**src/rtl/tile_layer_gen_if.sv**
```systemverilog
// Bus bundle between one tile-layer renderer, its tile-map RAM / graphics ROM
// ports and the colour mixer. "master" is the renderer side.
interface tile_layer_gen_if #(
   parameter int PLANES    = 3,
   parameter int CODE_W    = 10,
   parameter int PAL_W     = 4,
   parameter int COLS_LOG2 = 6,
   parameter int ROWS_LOG2 = 5
);
   logic                           ce_pix;
   logic                           line_start;
   logic [7:0]                     vpos;
   logic [COLS_LOG2+2:0]           hscroll;
   logic [ROWS_LOG2+2:0]           vscroll;
   logic                           screen_flip;
   logic [ROWS_LOG2+COLS_LOG2-1:0] map_addr;
   logic [15:0]                    map_data;
   logic [CODE_W+2:0]              rom_addr;
   logic [8*PLANES-1:0]            rom_data;
   logic [PAL_W+PLANES-1:0]        pixel_out;
   logic                           pixel_opaque;
   logic                           underrun;

   modport master (
      input  ce_pix, line_start, vpos, hscroll, vscroll, screen_flip,
      input  map_data, rom_data,
      output map_addr, rom_addr, pixel_out, pixel_opaque, underrun
   );

   modport slave (
      output ce_pix, line_start, vpos, hscroll, vscroll, screen_flip,
      output map_data, rom_data,
      input  map_addr, rom_addr, pixel_out, pixel_opaque, underrun
   );
endinterface

```
**src/rtl/tile_layer_gen.sv**
```systemverilog
// Tile-layer renderer: map/ROM fetch FSM feeding a one-tile prefetch buffer and
// a bitplane shifter with fine scroll, per-tile X-flip and full-screen flip.
module tile_layer_gen #(
   parameter int PLANES    = 3,
   parameter int CODE_W    = 10,
   parameter int PAL_W     = 4,
   parameter int COLS_LOG2 = 6,
   parameter int ROWS_LOG2 = 5,
   parameter bit XFLIP_EN  = 1'b1
) (
   input logic               master_clk,
   input logic               reset,
   tile_layer_gen_if.master  bus
);
   localparam int SY_W = ROWS_LOG2 + 3;
   localparam int HS_W = COLS_LOG2 + 3;
   localparam int DW   = 8 * PLANES;
   localparam logic [COLS_LOG2-1:0] COL_ONE = {{(COLS_LOG2-1){1'b0}}, 1'b1};

   typedef enum logic [2:0] {
      ST_IDLE = 3'd0,
      ST_MAP  = 3'd1,
      ST_ROM  = 3'd2,
      ST_FILL = 3'd3,
      ST_HOLD = 3'd4
   } state_t;

   // Mirror every plane byte so the shifter always emits bit 7 first.
   function automatic logic [DW-1:0] reverse_planes(input logic [DW-1:0] d);
      logic [DW-1:0] r;
      r = {DW{1'b0}};
      for (int p = 0; p < PLANES; p++) begin
         for (int b = 0; b < 8; b++) begin
            r[8*p+b] = d[8*p+7-b];
         end
      end
      return r;
   endfunction

   function automatic logic [DW-1:0] shift_planes(input logic [DW-1:0] d);
      logic [DW-1:0] r;
      r = {DW{1'b0}};
      for (int p = 0; p < PLANES; p++) begin
         r[8*p +: 8] = {d[8*p +: 7], 1'b0};
      end
      return r;
   endfunction

   function automatic logic [PLANES-1:0] head_pixel(input logic [DW-1:0] d);
      logic [PLANES-1:0] px;
      px = {PLANES{1'b0}};
      for (int p = 0; p < PLANES; p++) begin
         px[p] = d[8*p+7];
      end
      return px;
   endfunction

   state_t                 state_r;
   state_t                 state_next_s;

   logic [SY_W-1:0]        sy_r;
   logic [COLS_LOG2-1:0]   col_r;
   logic [2:0]             skip_r;
   logic                   flip_r;

   logic [PAL_W-1:0]       tile_pal_r;
   logic                   tile_flip_r;
   logic [DW-1:0]          buf_data_r;
   logic [PAL_W-1:0]       buf_pal_r;
   logic                   buf_valid_r;

   logic [DW-1:0]          shift_r;
   logic [PAL_W-1:0]       shift_pal_r;
   logic [3:0]             cnt_r;
   logic [2:0]             skip_left_r;
   logic                   primed_r;

   logic [7:0]             vsel_s;
   logic [SY_W+7:0]        sy_sum_s;
   logic [SY_W-1:0]        sy_start_s;
   logic [2:0]             row_in_tile_s;
   logic [COLS_LOG2-1:0]   col_step_s;
   logic [CODE_W-1:0]      map_code_s;
   logic [PAL_W-1:0]       map_pal_s;
   logic                   map_xflip_s;
   logic [PLANES-1:0]      cur_pix_s;
   logic                   xfer_s;
   logic                   consume_s;
   logic                   skip_step_s;
   logic                   map_unused_s;

   assign vsel_s        = bus.screen_flip ? ~bus.vpos : bus.vpos;
   assign sy_sum_s      = {{SY_W{1'b0}}, vsel_s} + {8'd0, bus.vscroll};
   assign sy_start_s    = sy_sum_s[SY_W-1:0];
   assign row_in_tile_s = flip_r ? ~sy_r[2:0] : sy_r[2:0];
   assign col_step_s    = flip_r ? (col_r - COL_ONE) : (col_r + COL_ONE);
   assign map_code_s    = bus.map_data[CODE_W-1:0];
   assign map_pal_s     = bus.map_data[CODE_W+PAL_W-1:CODE_W];
   assign map_xflip_s   = XFLIP_EN ? bus.map_data[15] : 1'b0;
   assign map_unused_s  = ^bus.map_data;
   assign cur_pix_s     = head_pixel(shift_r);

   // The buffer moves into the shifter when the shifter is empty or its last pixel goes out now.
   assign xfer_s = buf_valid_r && !bus.line_start &&
                   ((cnt_r == 4'd0) || (bus.ce_pix && primed_r && (cnt_r == 4'd1)));
   assign consume_s   = bus.ce_pix && primed_r && (cnt_r != 4'd0) && !bus.line_start;
   assign skip_step_s = !primed_r && (cnt_r != 4'd0) && !bus.line_start;

   // Fetch FSM state register.
   always_ff @(posedge master_clk) begin
      if (reset) begin
         state_r <= ST_IDLE;
      end else begin
         state_r <= state_next_s;
      end
   end

   // Fetch FSM next state: line_start restarts from MAP in any state.
   always_comb begin
      state_next_s = state_r;
      if (bus.line_start) begin
         state_next_s = ST_MAP;
      end else begin
         case (state_r)
            ST_IDLE: state_next_s = ST_IDLE;
            ST_MAP:  state_next_s = ST_ROM;
            ST_ROM:  state_next_s = ST_FILL;
            ST_FILL: state_next_s = ST_HOLD;
            ST_HOLD: begin
               if (xfer_s) begin
                  state_next_s = ST_MAP;
               end else begin
                  state_next_s = ST_HOLD;
               end
            end
            default: state_next_s = ST_IDLE;
         endcase
      end
   end

   // Per-line scroll context; the column walks one tile per transfer.
   always_ff @(posedge master_clk) begin
      if (reset) begin
         sy_r   <= {SY_W{1'b0}};
         col_r  <= {COLS_LOG2{1'b0}};
         skip_r <= 3'd0;
         flip_r <= 1'b0;
      end else if (bus.line_start) begin
         sy_r   <= sy_start_s;
         col_r  <= bus.hscroll[HS_W-1:3];
         skip_r <= bus.hscroll[2:0];
         flip_r <= bus.screen_flip;
      end else if (xfer_s) begin
         col_r  <= col_step_s;
      end
   end

   // Map/ROM address generation and prefetch buffer fill.
   always_ff @(posedge master_clk) begin
      if (reset) begin
         bus.map_addr <= {(ROWS_LOG2+COLS_LOG2){1'b0}};
         bus.rom_addr <= {(CODE_W+3){1'b0}};
         tile_pal_r   <= {PAL_W{1'b0}};
         tile_flip_r  <= 1'b0;
         buf_data_r   <= {DW{1'b0}};
         buf_pal_r    <= {PAL_W{1'b0}};
         buf_valid_r  <= 1'b0;
      end else if (bus.line_start) begin
         buf_valid_r  <= 1'b0;
      end else begin
         case (state_r)
            ST_MAP: bus.map_addr <= {sy_r[SY_W-1:3], col_r};
            ST_ROM: begin
               bus.rom_addr <= {map_code_s, row_in_tile_s};
               tile_pal_r   <= map_pal_s;
               tile_flip_r  <= map_xflip_s ^ flip_r;
            end
            ST_FILL: begin
               buf_data_r  <= tile_flip_r ? reverse_planes(bus.rom_data) : bus.rom_data;
               buf_pal_r   <= tile_pal_r;
               buf_valid_r <= 1'b1;
            end
            ST_HOLD: begin
               if (xfer_s) begin
                  buf_valid_r <= 1'b0;
               end
            end
            default: buf_valid_r <= buf_valid_r;
         endcase
      end
   end

   // Pixel shifter: the first load of a line burns `skip` pixels before it is primed.
   always_ff @(posedge master_clk) begin
      if (reset) begin
         shift_r     <= {DW{1'b0}};
         shift_pal_r <= {PAL_W{1'b0}};
         cnt_r       <= 4'd0;
         skip_left_r <= 3'd0;
         primed_r    <= 1'b0;
      end else if (bus.line_start) begin
         cnt_r       <= 4'd0;
         skip_left_r <= 3'd0;
         primed_r    <= 1'b0;
      end else if (xfer_s) begin
         shift_r     <= buf_data_r;
         shift_pal_r <= buf_pal_r;
         cnt_r       <= 4'd8;
         if (!primed_r) begin
            skip_left_r <= skip_r;
            primed_r    <= (skip_r == 3'd0);
         end
      end else if (consume_s) begin
         shift_r <= shift_planes(shift_r);
         cnt_r   <= cnt_r - 4'd1;
      end else if (skip_step_s) begin
         shift_r     <= shift_planes(shift_r);
         cnt_r       <= cnt_r - 4'd1;
         skip_left_r <= skip_left_r - 3'd1;
         if (skip_left_r == 3'd1) begin
            primed_r <= 1'b1;
         end
      end
   end

   // Mixer-facing pixel, opaque flag and sticky underrun.
   always_ff @(posedge master_clk) begin
      if (reset) begin
         bus.pixel_out    <= {(PAL_W+PLANES){1'b0}};
         bus.pixel_opaque <= 1'b0;
         bus.underrun     <= 1'b0;
      end else if (bus.line_start) begin
         bus.underrun <= 1'b0;
         if (bus.ce_pix) begin
            bus.pixel_out    <= {(PAL_W+PLANES){1'b0}};
            bus.pixel_opaque <= 1'b0;
         end
      end else if (consume_s) begin
         bus.pixel_out    <= {shift_pal_r, cur_pix_s};
         bus.pixel_opaque <= (cur_pix_s != {PLANES{1'b0}});
         if ((cnt_r == 4'd1) && !buf_valid_r) begin
            bus.underrun <= 1'b1;
         end
      end else if (bus.ce_pix) begin
         bus.pixel_out    <= {(PAL_W+PLANES){1'b0}};
         bus.pixel_opaque <= 1'b0;
         bus.underrun     <= 1'b1;
      end
   end
endmodule

```
**src/flat_wrapper.sv**
```systemverilog
// flat-port wrapper written by rule: the top's interface ports become plain ports
module tile_layer_gen_flat 
#(
   parameter int PLANES    = 3,
   parameter int CODE_W    = 10,
   parameter int PAL_W     = 4,
   parameter int COLS_LOG2 = 6,
   parameter int ROWS_LOG2 = 5,
   parameter bit XFLIP_EN  = 1'b1
)
  (master_clk, reset, bus_ce_pix, bus_line_start, bus_vpos, bus_hscroll, bus_vscroll, bus_screen_flip, bus_map_data, bus_rom_data, bus_map_addr, bus_rom_addr, bus_pixel_out, bus_pixel_opaque, bus_underrun);
  tile_layer_gen_if #(.PLANES(PLANES), .CODE_W(CODE_W), .PAL_W(PAL_W), .COLS_LOG2(COLS_LOG2), .ROWS_LOG2(ROWS_LOG2)) bus_i ();
  input logic master_clk;
  input logic reset;
  input wire logic [$bits(bus_i.ce_pix)-1:0] bus_ce_pix;
  input wire logic [$bits(bus_i.line_start)-1:0] bus_line_start;
  input wire logic [$bits(bus_i.vpos)-1:0] bus_vpos;
  input wire logic [$bits(bus_i.hscroll)-1:0] bus_hscroll;
  input wire logic [$bits(bus_i.vscroll)-1:0] bus_vscroll;
  input wire logic [$bits(bus_i.screen_flip)-1:0] bus_screen_flip;
  input wire logic [$bits(bus_i.map_data)-1:0] bus_map_data;
  input wire logic [$bits(bus_i.rom_data)-1:0] bus_rom_data;
  output wire logic [$bits(bus_i.map_addr)-1:0] bus_map_addr;
  output wire logic [$bits(bus_i.rom_addr)-1:0] bus_rom_addr;
  output wire logic [$bits(bus_i.pixel_out)-1:0] bus_pixel_out;
  output wire logic [$bits(bus_i.pixel_opaque)-1:0] bus_pixel_opaque;
  output wire logic [$bits(bus_i.underrun)-1:0] bus_underrun;
  assign bus_i.ce_pix = bus_ce_pix;
  assign bus_i.line_start = bus_line_start;
  assign bus_i.vpos = bus_vpos;
  assign bus_i.hscroll = bus_hscroll;
  assign bus_i.vscroll = bus_vscroll;
  assign bus_i.screen_flip = bus_screen_flip;
  assign bus_i.map_data = bus_map_data;
  assign bus_i.rom_data = bus_rom_data;
  assign bus_map_addr = bus_i.map_addr;
  assign bus_rom_addr = bus_i.rom_addr;
  assign bus_pixel_out = bus_i.pixel_out;
  assign bus_pixel_opaque = bus_i.pixel_opaque;
  assign bus_underrun = bus_i.underrun;
  tile_layer_gen #(.PLANES(PLANES), .CODE_W(CODE_W), .PAL_W(PAL_W), .COLS_LOG2(COLS_LOG2), .ROWS_LOG2(ROWS_LOG2), .XFLIP_EN(XFLIP_EN)) u_core (.master_clk(master_clk), .reset(reset), .bus(bus_i));
endmodule
```
**config.mk**
```make
export PLATFORM = sky130hd
export DESIGN_NAME = tile_layer_gen_flat
export DESIGN_NICKNAME = d
export VERILOG_FILES = /design/src/rtl/tile_layer_gen_if.sv /design/src/rtl/tile_layer_gen.sv /design/src/flat_wrapper.sv
export SDC_FILE = /design/constraint.sdc
export NUM_CORES = 1
export LEC_CHECK = 0
export BUFFER_PORTS_ARGS = -buffer_cell sky130_fd_sc_hd__buf_2
export CELL_PAD_IN_SITES_DETAIL_PLACEMENT = 1
export CELL_PAD_IN_SITES_GLOBAL_PLACEMENT = 1
export CORE_MARGIN = 3
export CORE_UTILIZATION = 45
export DETAILED_ROUTE_END_ITERATION = 8
export PLACE_DENSITY_LB_ADDON = 0.1
export SYNTH_ARGS = -nofsm -noshare
export SYNTH_HDL_FRONTEND = slang
export SYNTH_SLANG_ARGS = --single-unit
```
**constraint.sdc**
```tcl
create_clock -name master_clk -period 7 [get_ports master_clk]
set_input_delay 1.75 -clock master_clk [delete_from_list [all_inputs] [get_ports master_clk]]
set_output_delay 1.75 -clock master_clk [all_outputs]
set_load 0.1 [all_outputs]
```
# ---- Word level (Yosys, flattened, before mapping)
# Cells that the tools add are included.
dict set report word_totals {
  elab_cells 111
  output_inout_bits 33
  ff_bits 124
}
dict set report op_classes {
  bitwise_logic 4
  n_addsub 5
  reduce_logical 35
  eq_ne 10
  n_mux 35
}
# operator count
set ops {}
lappend ops {{24-bit 2-to-1 mux} 4}
lappend ops {{7-bit 2-to-1 mux} 3}
lappend ops {{3-bit 2-to-1 mux} 6}
lappend ops {{6-bit 2-to-1 mux} 3}
lappend ops {{2-bit AND reduction} 7}
lappend ops {{1-bit 2-to-1 mux} 13}
lappend ops {{4-bit 2-to-1 mux} 3}
lappend ops {{3-bit one-hot mux with 4 select lines} 1}
lappend ops {{2-bit nonzero test} 6}
lappend ops {{1-bit logical AND} 9}
lappend ops {{8-bit adder} 1}
lappend ops {{8-bit 2-to-1 mux} 1}
lappend ops {{8-bit inverter} 1}
lappend ops {{6-bit by 1-bit adder with 6-bit output, second input constant} 1}
lappend ops {{3-bit by 1-bit equality test with 1-bit output, second input constant} 2}
lappend ops {{3-bit by 2-bit equality test with 1-bit output, second input constant} 2}
lappend ops {{3-bit AND reduction} 2}
lappend ops {{3-bit nonzero test} 2}
lappend ops {{6-bit by 1-bit subtractor with 6-bit output, second input constant} 1}
lappend ops {{4-bit by 1-bit equality test with 1-bit output, second input constant} 1}
lappend ops {{4-bit logical NOT} 1}
lappend ops {{2-bit by 1-bit != test with 1-bit output, second input constant} 2}
lappend ops {{2-bit != test, second input constant} 2}
lappend ops {{4-bit nonzero test} 1}
lappend ops {{12 further kinds} 14}

# ---- Longest topological paths before layout
dict set report depth {
  ltp_word 7
  depth_mapped 9
  mapped_depth_nobuf 8
}

# ---- Worst setup path before layout
# No wires, ideal clock.
dict set report synth_path {
  kind {input to register}
  startpoint {input port bus_screen_flip}
  endpoint {register u_core.sy_r[5]}
  path_slack_ns 3.324
  cell_stages 8
  path_buffers 1
  t_required_ns 6.878
  setup_time_ns 0.122
  arrival_time_ns 3.554
  cell_sequence {buf_2 xor2_1 ha_1 a211oi_1 nor2_1 o21ai_0 mux2_2 a311o_1}
}
dict set report synth_between {
  elab_chain_len 2
}
# element line
set synth_rtl {}
lappend synth_rtl {{start, declared} flat_wrapper.sv:20} ;# input wire logic [$bits(bus_i.screen_flip)-1:0] bus_screen_flip;
lappend synth_rtl {{8-bit 2-to-1 mux} tile_layer_gen.sv:92} ;# assign vsel_s = bus.screen_flip ? ~bus.vpos : bus.vpos;
lappend synth_rtl {{8-bit adder} tile_layer_gen.sv:93} ;# assign sy_sum_s = {{SY_W{1'b0}}, vsel_s} + {8'd0, bus.vscroll};
lappend synth_rtl {{end signal, assigned} tile_layer_gen.sv:144} ;# sy_r <= {SY_W{1'b0}};
lappend synth_rtl {{end signal, assigned} tile_layer_gen.sv:149} ;# sy_r <= sy_start_s;
lappend synth_rtl {{end, declared} tile_layer_gen.sv:61} ;# logic [SY_W-1:0] sy_r;
# Every way passes these cells.
# A chain may end at the register's enable or synchronous reset.

# ---- Worst setup path after layout
dict set report layout_path {
  startpoint {input port bus_line_start}
  endpoint {register u_core.skip_left_r[2]}
}
dict set report layout_between {
  elab_chain_len 5
  elab_cells_between_ends 11
  classes_between {eq/ne (2); mux (1); reduce/logical (8)}
}
# element line
set layout_rtl {}
lappend layout_rtl {{start, declared} flat_wrapper.sv:16} ;# input wire logic [$bits(bus_i.line_start)-1:0] bus_line_start;
lappend layout_rtl {{1-bit logical NOT} {tile_layer_gen.sv:104, tile_layer_gen.sv:106, tile_layer_gen.sv:107}}
lappend layout_rtl {{1-bit logical AND (2 in a row)} tile_layer_gen.sv:104} ;# assign xfer_s = buf_valid_r && !bus.line_start &&
lappend layout_rtl {{2-bit != test (no line) (tied with other cells)} --}
lappend layout_rtl {{3-bit AND reduction (no line)} --}
lappend layout_rtl {{end signal, assigned} tile_layer_gen.sv:210} ;# skip_left_r <= skip_r;
lappend layout_rtl {{end signal, assigned} tile_layer_gen.sv:219} ;# skip_left_r <= skip_left_r - 3'd1;
lappend layout_rtl {{end, declared} tile_layer_gen.sv:75} ;# logic [2:0] skip_left_r;
# Several ways; a longest one is shown, not always the timed one.

==> qor.yml <==
peakVddDrop_mv: 0.135
intPower_mw: 1.40
syn_inst: 657
path_class: "in -> reg"
drv_slew: 0
clock-sinks: 124
switchingPower_mw: 0.423
pwr-share-comb_pct: 9.1
port_buffers: 101
p_per_area_nw_per_um2: 263
arrival_ps: 4500
seq_area_frac_synth_pct: 43.0
dieWidth_um: 119
dp_slack_ps: 2360
slew-limit-headroom_pct: 21.8
gp_congestion: 0.788
drv_cap: 0
fin_crit_ps: 4220
grt_pass1_vias: 5337
synth_nets: 744
tightestPinTransition_ps: 1170
dr.pass1.iters: 5
rows: 40
yosysWarnings: 0
cts_max_level: 4
endpoint_kind: "register"
ant_nets: 0
timing.setup.tns_ps: 0
p_leak_nw: 2.61
grt_pass1_wl_mm: 26.4
synth_area_sq_um: 5770
cts_made_buffers: 17
dieArea_sq_um: 14200
cts_tree: "built"
ys.flop_type: "dfxtp_1"
hold_path.class: "reg -> reg"
root_buffer: "clkbuf_16"
postCtsSetupRepairBufs: 0
placedCellCount: 882
clk_pin_slew_worst_paths_ps: 50
drt_iter0_drc: 277
track_usage_pct: 23.0
pwr-share-clk_pct: 50.5
die_h_um: 119
fin_cells: 914
synth_edf_count: 0
hpwl_mm: 10.4
hold_violations: 0
p_sw_share_pct: 23.2
synth_seq_cells: 124
avgSynthCellArea_sq_um: 8.78
period_share_pct: 60.2
pin_count: 103
fin_ws_ps: 2780
n_fill_cell: 1472
final_cell_mix: "nand2_1 (126), dfxtp_1 (124), buf_2 (100)"
final_cell_area_sq_um: 6920
skew_ps: 6.77
num_vias: 4999
clkLatencyLatePin_ps: 420
crit_required_ps: 7280
status: "finished, final reports clean"
async_flop_share_pct: 0
routedWlPerCell_um: 17.3
cts_buffer_depth: 2
initial_core_util_pct: 47.1
overflow: 0
pwr-share-seq_pct: 40.4
layout-drive-gt1-share_pct: 22.1
postCtsHoldBufs: 0
cts_resized: 0
antenna_found_initial: 0
grt_max_degree: 82
wl_mm: 15.8
fin_nets: 820
synthToLayoutAreaGrowth_pct: 20.0
setup_viol: 0
avgViaCountPerCell: 5.47
coreArea_sq_um: 12300
finalPower_mw: 1.82
rsz0062_at_grt: "false"
drc: 0
synthDistinctLibCells: 55
mostFrequentLayoutCell: "nand2_1"
placed_area_sq_um: 6300
fmax_mhz: 237
cp_max_fo: 55
n_antenna_cell: 0
cp-start-kind: "input port"
-- path summary, 6_finish.rpt --
| path | cells after the start | endpoint | start | slack, ps |
|---|---|---|---|---|
| hold / removal | 2 | u_core.bus.map_addr[8]$_SDFFE_PP0P_ | u_core.bus.map_addr[8]$_SDFFE_PP0P_ | 450 |
| hold reg to reg | 2 | u_core.bus.map_addr[8]$_SDFFE_PP0P_ | u_core.bus.map_addr[8]$_SDFFE_PP0P_ | 450 |
| setup / recovery | 7 | u_core.skip_left_r[2]$_SDFFE_PP0P_ | bus_line_start | 2780 |
| setup reg to reg | 8 | u_core.skip_left_r[2]$_SDFFE_PP0P_ | u_core.cnt_r[0]$_SDFFE_PP0P_ | 4410 |
-- routing by layer --
metal	wire length, um	GRT usage (%)
met1	7120	28.7
met2	7690	37.8
met3	628	5.03
met4	341	10.6
met5	0	0
-- cell type report --
type / instances / area [sq um] / share of cell area (%)
flip-flops and latches: 124 / 2480 / 35.9
well taps: 168 / 210 / 3.04
inverters: 12 / 45.0 / 0.651
repair buffers: 105 / 538 / 7.77
clock buffers: 26 / 519 / 7.50
multi-input cells: 473 / 3020 / 43.7
clock inverters: 6 / 105 / 1.52
-- kinds of logic (layout without fill, tap and decap cells) --
| group | count (synthesis) | after routing | synth area share, % |
|---|---|---|---|
| AOI/OAI and AO/OA | 148 | 148 | 20.0 |
| xor gates and xnor gates | 21 | 21 | 3.19 |
| adders and majority gates | 17 | 17 | 3.95 |
| buffers and inverters | 60 | 149 | 4.84 |
| DFF | 124 | 124 | 43.0 |
| muxes | 37 | 37 | 6.48 |
| and+or+nand+nor | 250 | 250 | 18.5 |
-- through the flow --
| stage | utilization (%) | hold WS [ps] |
|---|---|---|
| 2_1_floorplan | - | 428 |
| 3_3_place_gp | 51.4 | 439 |
| 3_5_place_dp | 51.4 | 445 |
| 4_1_cts | 56.5 | 452 |
| 5_1_grt | 56.5 | 474 |
| 6_report | 56.5 | 448 |
-- flip-flops by register name, indices dropped and copies added, names as in the netlist, 3 cells and up --
| signal | cells |
|---|---|
| u_core.tile_pal_r | 4 |
| u_core.shift_pal_r | 4 |
| u_core.col_r | 6 |
| u_core.skip_left_r | 3 |
| u_core.cnt_r | 4 |
| u_core.buf_data_r | 24 |
| u_core.shift_r | 24 |
| u_core.bus.rom_addr | 13 |
| u_core.buf_pal_r | 4 |
| u_core.bus.pixel_out | 7 |
| u_core.state_r | 3 |
| u_core.bus.map_addr | 11 |
| u_core.skip_r | 3 |
| u_core.sy_r | 8 |
-- worst max-delay path, cell delays in order --
cell and delay [ps]:
buf_2 590, clkinv_1 720, nand3_2 190, buf_4 560
mux2_2 410, a22oi_1 180, nor2_1 60
-- Yosys cell counts, drive strengths merged, types with 10 or more instances --
cell type	count	share of area, %
clkbuf	18	1.2
a311oi	21	5.0
nor3	11	1.1
a21oi	47	4.1
inv	11	0.72
mux2i	34	5.9
xnor2	11	1.7
a211oi	37	4.8
xor2	10	1.5
buf	30	2.9
nand2	126	8.2
dfxtp	124	43
nor2	83	5.5
ha	15	3.3
-- power by group through the flow --
stage	registers, mW	logic (mW)	clock network, mW
2_1_floorplan	0.765	0.0966	0
4_1_cts	0.735	0.166	0.935
3_3_place_gp	0.749	0.153	0
6_report	0.736	0.166	0.921
5_1_grt	0.737	0.181	0.975
3_5_place_dp	0.750	0.161	0
(Power assumes the default switching activity.)
